<file path="src/rtl/rv32i_result_dumper.sv">
// Post-run result unloader: counts cycles/stall events until ecall, then streams a statistics
// header (only when RESULT_STATS_EN is defined) followed by DUMP_WORDS dmem words over valid/ready.
module rv32i_result_dumper #(
  parameter int DATA_W     = 32,
  parameter int ADDR_W     = 16,
  parameter int DUMP_WORDS = 200
) (
  input  logic              clk,
  input  logic              rst_n,
  input  logic              ecall,
  input  logic              lwstall_a,
  input  logic              lwstall_b,
  input  logic              branchstall_a,
  input  logic              branchstall_b,
  input  logic              stall,
  input  logic              bra_op_a,
  input  logic              bra_op_b,
  output logic              busy,
  output logic [ADDR_W-1:0] mem_addr,
  input  logic [DATA_W-1:0] mem_rdata,
  output logic              out_valid,
  input  logic              out_ready,
  output logic [DATA_W-1:0] out_data,
  output logic              out_last,
  output logic              halted
);

  typedef enum logic [1:0] {S_RUN, S_HDR, S_DUMP, S_DONE} state_e;

  localparam logic [ADDR_W:0] LAST_IDX = (ADDR_W+1)'(DUMP_WORDS - 1);

  state_e          state_q, state_d;
  logic [ADDR_W:0] idx_q, idx_d;
  logic            xfer;

  assign xfer = out_valid & out_ready;

`ifdef RESULT_STATS_EN
  logic [DATA_W-1:0] cyc_q, cyc_d, lw_q, lw_d, bb_q, bb_d, ab_q, ab_d;
  logic [1:0]        hdr_q, hdr_d;
  logic              count_en;

  function automatic logic [DATA_W-1:0] sat_inc(input logic [DATA_W-1:0] v, input logic en);
    return (en && (v != '1)) ? v + DATA_W'(1) : v;
  endfunction

  // The ecall cycle itself is excluded from every counter.
  assign count_en = (state_q == S_RUN) && !ecall;

  always_comb begin
    cyc_d = sat_inc(cyc_q, count_en);
    lw_d  = sat_inc(lw_q,  count_en && (lwstall_a || lwstall_b));
    bb_d  = sat_inc(bb_q,  count_en && (branchstall_a || branchstall_b));
    ab_d  = sat_inc(ab_q,  count_en && !stall && (bra_op_a || bra_op_b));
    hdr_d = hdr_q;
    if (state_q == S_HDR && xfer) hdr_d = hdr_q + 2'd1;
  end

  always_ff @(posedge clk or negedge rst_n) begin
    if (!rst_n) begin
      cyc_q <= '0;
      lw_q  <= '0;
      bb_q  <= '0;
      ab_q  <= '0;
      hdr_q <= '0;
    end else begin
      cyc_q <= cyc_d;
      lw_q  <= lw_d;
      bb_q  <= bb_d;
      ab_q  <= ab_d;
      hdr_q <= hdr_d;
    end
  end
`else
  wire unused_stall_inputs = &{1'b0, lwstall_a, lwstall_b, branchstall_a, branchstall_b,
                               stall, bra_op_a, bra_op_b};
`endif

  always_comb begin
    state_d = state_q;
    idx_d   = idx_q;
    case (state_q)
      S_RUN: begin
        idx_d = '0;
`ifdef RESULT_STATS_EN
        if (ecall) state_d = S_HDR;
`else
        if (ecall) state_d = S_DUMP;
`endif
      end
`ifdef RESULT_STATS_EN
      S_HDR: if (xfer && hdr_q == 2'd3) state_d = S_DUMP;
`endif
      S_DUMP: begin
        if (xfer) begin
          if (idx_q == LAST_IDX) state_d = S_DONE;
          else                   idx_d   = idx_q + (ADDR_W+1)'(1);
        end
      end
      default: state_d = state_q;
    endcase
  end

  always_ff @(posedge clk or negedge rst_n) begin
    if (!rst_n) begin
      state_q <= S_RUN;
      idx_q   <= '0;
    end else begin
      state_q <= state_d;
      idx_q   <= idx_d;
    end
  end

  // Outputs decode registered state only, so they follow reset without a clock edge.
  always_comb begin
    busy      = (state_q == S_HDR) || (state_q == S_DUMP);
    out_valid = busy;
    halted    = (state_q == S_DONE);
    out_last  = (state_q == S_DUMP) && (idx_q == LAST_IDX);
    mem_addr  = (state_q == S_DUMP) ? idx_q[ADDR_W-1:0] : '0;
    out_data  = '0;
    if (state_q == S_DUMP) out_data = mem_rdata;
`ifdef RESULT_STATS_EN
    if (state_q == S_HDR) begin
      case (hdr_q)
        2'd0:    out_data = cyc_q;
        2'd1:    out_data = lw_q;
        2'd2:    out_data = bb_q;
        default: out_data = ab_q;
      endcase
    end
`endif
  end

endmodule

</file>
<file path="config.mk">
export PLATFORM = sky130hd
export DESIGN_NAME = rv32i_result_dumper
export DESIGN_NICKNAME = d
export VERILOG_FILES = /design/src/rtl/rv32i_result_dumper.sv
export SDC_FILE = /design/constraint.sdc
export NUM_CORES = 1
export LEC_CHECK = 0
export BUFFER_PORTS_ARGS = -buffer_cell sky130_fd_sc_hd__buf_2
export CAP_MARGIN = 20
export CORE_UTILIZATION = 39
export DETAILED_ROUTE_END_ITERATION = 10
export GPL_TIMING_DRIVEN = 0
export PLACE_DENSITY_LB_ADDON = 0.3
export SKIP_CTS_REPAIR_TIMING = 1
export SYNTH_ARGS = -nofsm -noshare
export SYNTH_HDL_FRONTEND = slang
export SYNTH_SLANG_ARGS = --single-unit
export TNS_END_PERCENT = 1
</file>
<file path="constraint.sdc">
create_clock -name clk -period 2 [get_ports clk]
set_clock_uncertainty 0.2 [all_clocks]
set_input_delay 0 -clock clk [delete_from_list [all_inputs] [get_ports clk]]
set_output_delay 0 -clock clk [all_outputs]
set_load 0.05 [all_outputs]
</file>
# Word-level counts from Yosys, hierarchy flattened
# Index checks and enable logic that the tools add are counted.
[classes] n_addsub=1 n_eq_ne=8 mux=9 n_bitwise=1 n_reduce_logical=6
[op_table] cell="17-bit 2-to-1 mux" n=2
[op_table] cell="17-bit one-hot mux with 2 select lines" n=1
[op_table] cell="32-bit 2-to-1 mux" n=1
[op_table] cell="17-bit by 1-bit adder with 17-bit output (second input constant)" n=1
[op_table] cell="17-bit by 8-bit equality test with 1-bit output (second input constant)" n=1
[op_table] cell="16-bit 2-to-1 mux" n=1
[op_table] cell="2-bit 2-to-1 mux" n=3
[op_table] cell="2-bit != test (second input constant)" n=3
[op_table] cell="2-bit equality test (second input constant)" n=2
[op_table] cell="2-bit one-hot mux with 2 select lines" n=1
[op_table] cell="4-bit AND reduction" n=1
[op_table] cell="3-bit AND reduction" n=1
[op_table] cell="2-bit by 1-bit equality test with 1-bit output (second input constant)" n=1
[op_table] cell="2-bit zero test" n=1
[op_table] cell="2-bit by 1-bit != test with 1-bit output (second input constant)" n=1
[op_table] cell="2-bit nonzero test" n=1
[op_table] cell="1-bit AND" n=1
[op_table] cell="1-bit logical AND" n=1
[op_table] cell="1-bit logical OR" n=1
[word_totals] ff_bits=19

# Longest topological paths before layout
[depth] ltp_word=5 mapped_depth=8 ltp_nobuf=7

# Least setup slack after synthesis
# No wires, ideal clock.
[synth_timing] path_type="reg2reg" start="register state_q[0]" end="register idx_q[6]" setup_time_ns=0.067 arrival_ns=1.908 required_ns=1.733 setup_slack_ns=-0.175 stages_incl_launch_ff=8 n_path_buf=2 synth_period_minus_slack_ns=2.175 path_cell_list="dfrtp_1 inv_1 ha_1 clkbuf_1 clkbuf_1 and2_1 o21ai_0 nand2_1"
[synth_between] elab_chain_cells=5
[synth_lines] item="start, declared" line_no="32" source="state_e state_q, state_d;"
[synth_lines] item="start signal, assigned" line_no="109" source="state_q <= state_d;"
[synth_lines] item="2-bit by 1-bit equality test with 1-bit output / 2-bit equality test (equally long branches)" line_no="116, 82"
[synth_lines] item="1-bit logical OR" line_no="116" source="busy = (state_q == S_HDR) || (state_q == S_DUMP);"
[synth_lines] item="1-bit AND" line_no="36" source="assign xfer = out_valid & out_ready;"
[synth_lines] item="2-bit != test (no source line)"
[synth_lines] item="3-bit AND reduction (no source line)"
[synth_lines] item="end signal, assigned" line_no="110" source="idx_q <= idx_d;"
[synth_lines] item="end, declared" line_no="33" source="logic [ADDR_W:0] idx_q, idx_d;"
# Several ways; a longest one is shown, not always the timed one.
# A chain may end at the register's enable or synchronous reset.

# Final worst setup path
[layout_timing] start="register state_q[0]" end="register idx_q[9]"
# Same word-level chain as after synthesis.

==> out/qor.csv <==
metric,value,unit
status,finished with violations,
violated checks,setup timing,
clk_lat worst skew,260,ps
path type of the worst min-delay path,primary input to asynchronous set/reset pin,
cts bufs inserted,3,
post-detailed-route count of antenna-violating nets,0,
violation count after the first detailed-routing iteration,151,
count of unique library cells instantiated by Yosys,43,
Core Box Area,3660,sq um
number of antenna violations at the first check in global routing,0,
share of Yosys cell area claimed by the top area cell type,0.318,
met1 track utilization from global routing,0.277,
"Avg Cell Area, Syn",8.09,sq um
cell count after synthesis,185,
static leakage,1.09,nW
post-synthesis cell type with the largest combined area,sky130_fd_sc_hd__dfrtp_1,
number of remaining DRC errors,0,
maximum ir drop on the vdd rail,530,uV
final worst slack,-8.50,ps
clock transition time at the flip-flop clock pins of the worst setup and hold paths,80,ps
cell chain of the critical path,inv_2 -> ha_4 -> nor4b_4 -> nand3_2 -> o21bai_4 -> buf_4 -> o21ai_1 -> a22o_1,
number of fill cells in the layout,302,
total wirelength of the detailed-routed design,4630,um
Total Power Consumption,2.08,mW
number of rows created at floorplan,22,
library cell contributing the largest single delay on the critical path,sky130_fd_sc_hd__dfrtp_1,
max-slew violation total from the final report,0,
final core occ,0.660,
Yosys Warn Count,0,
boundary pin count,95,
Register Area,485,sq um
grt total ovfl,0,
total clock sinks,19,
Max-Slew Margin vs Limit,0.707,
unrepaired setup endpoints after global routing,true,
average via count per standard cell,5.22,
die height,63.9,um
Mapped Nets,232,
routability-driven placement congestion ratio,0.830,
share of final-layout standard cells stronger than drive strength 1,0.474,
largest net degree at the start of global routing,20,
max-capacitance violation count,0,
startpoint types,flop,
transition at the pin with the smallest max-transition slack,440,ps
diode count,0,
Final nets,337,
CTS tree,built,
area taken by multi-input logic gates,1060,sq um
number of port buffers,87,
floorplan die area,4090,sq um
global router's overall resource usage,0.215,
number of levels in the clock H-tree,1,
category of the worst setup path capture point,flop,
final total negative setup slack,-15.7,ps
Routed WL per cell,13.7,um
final critical path time including I/O delays and setup,2010,ps
required time of the worst setup path,1950,ps
worst setup path class,flop to flop,
maximum net fanout on the critical path,7,
number of global-route vias before repair,1570,
cell chosen for the clock root,sky130_fd_sc_hd__clkbuf_8,
Global Route met3 Usage,0.0250,
Fin. Hold Viols,0,
top achievable clock speed,498,MHz
Mapped Area,1500,sq um
area growth from synthesis to layout,61.4,%
final setup fails,2,
portion of the clock cycle consumed by the worst path in the final layout,1.00,
most area-consuming cells after synthesis,"sky130_fd_sc_hd__dfrtp_1, sky130_fd_sc_hd__and2_1, sky130_fd_sc_hd__nand2_1",
first-pass detailed-route iteration total,4,
Horiz. Die Dim,63.9,um
number of vias after detailed routing,1759,
Starting Density,0.409,
sequential area share after synthesis,0.318,
post-synthesis sequential element count,19,
Setup Slack @ Placement,-521,ps
"buffers from clock root to sink, at most",2,
first-pass GRT wire length,6940,um
M2 GR Usage,0.378,
WP data arrival,1960,ps
longest individual stage delay on the worst path,420,ps
Top Usage Layer GRT,met2,
placed wire-length estimate after detailed placement,3140,um
power density cells,862,nW/um^2
==> logic make-up after synthesis <==
family | after synthesis | synth area share
AOI/OAI and AO/OA | 32 | 0.135
xor gates and xnor gates | 1 | 0.00585
adders and majority gates | 4 | 0.0334
buffers and inverters | 15 | 0.0410
DFF | 19 | 0.318
muxes | 1 | 0.00752
and+or+nand+nor | 113 | 0.460
==> layer usage <==
metal	share of wire	routed length, um
met5	0	0
met4	0.017	81
met1	0.43	2000
met2	0.48	2230
met3	0.068	317
==> worst paths after layout <==
kind,endpoint,depth (start not counted),slack [ps],start
max,idx_q[9],8,-9,state_q[0]
min,state_q[0],2,9,rst_n
max reg2reg,idx_q[9],8,-9,state_q[0]
min reg2reg,idx_q[16],1,320,idx_q[16]
max in group asynchronous,idx_q[0],2,1260,rst_n
min in group clk,idx_q[6],5,10,out_ready
==> cell usage in the layout (no fill, tap or decap), types with 3 or more instances in the layout <==
cell type and n:
sky130_fd_sc_hd__inv_1 3, sky130_fd_sc_hd__nor4_1 3, sky130_fd_sc_hd__nand2b_1 3, sky130_fd_sc_hd__buf_2 65, sky130_fd_sc_hd__and2_1 46, sky130_fd_sc_hd__buf_6 22
sky130_fd_sc_hd__clkbuf_8 3, sky130_fd_sc_hd__nand3b_1 4, sky130_fd_sc_hd__nand3_1 9, sky130_fd_sc_hd__buf_4 13, sky130_fd_sc_hd__nand2_1 17, sky130_fd_sc_hd__dfrtp_1 11
sky130_fd_sc_hd__nor3_1 5, sky130_fd_sc_hd__clkbuf_4 5, sky130_fd_sc_hd__nor2_1 4, sky130_fd_sc_hd__a21oi_1 7, sky130_fd_sc_hd__o21ai_1 4, sky130_fd_sc_hd__o21ai_0 7
sky130_fd_sc_hd__dlygate4sd3_1 3, sky130_fd_sc_hd__dfrtp_2 8
==> sequential cells by signal, summed over array words and instances, names as in the netlist <==
name     cells
state_q      2
idx_q       17
==> where the power goes <==
group	leakage [nW]	switching [mW]	internal [mW]
Clock	0.0228	0.142	0.142
Sequential	0.207	0.176	0.483
Combinational	0.858	0.759	0.380
==> final cells by class <==
class                   instances  area share
flip-flops and latches         19       0.201
inverters                       5     0.00777
repair buffers                101       0.282
plain buffers                   9      0.0280
well taps                      48      0.0249
clock buffers                   4      0.0187
multi-input cells             151       0.438
==> synthesized netlist by cell type (all sizes together) <==
cell type	n
and2	47
dfrtp	19
nand2	17
o21ai	11
nand3	10
a21oi	8
clkbuf	8
nor3	7
nor4	5
ha	4
inv	4
nand3b	4
nor2	4
nand2b	3
nand4	3
nor2b	3
a221o	2
a31oi	2
and3	2
buf	2
o21bai	2
o41ai	2
or3	2
a211oi	1
a21o	1
a22o	1
a22oi	1
and2b	1
and4	1
and4b	1
clkinv	1
mux2	1
nor4b	1
o22ai	1
or2	1
or4b	1
xor2	1
==> critical path, delay by kind of cell, from the launching register on <==
kind / cells / cell delay, ps
AOI/OAI and AO/OA: 3 / 480
adders and majority gates: 1 / 190
buffers and inverters: 2 / 260
DFF: 1 / 420
and+or+nand+nor: 2 / 370
==> stage by stage <==
step | cell area [sq um] | hold slack (ps) | instances
floorplan | 1500 | -496 | 185
detailed placement | 1990 | -228 | 320
global route | 2410 | 9.73 | 337
finish | 2410 | 8.75 | 337
global placement | 1990 | -228 | 320
CTS | 2040 | -505 | 324
No activity file was read; power rests on OpenSTA's default activity.
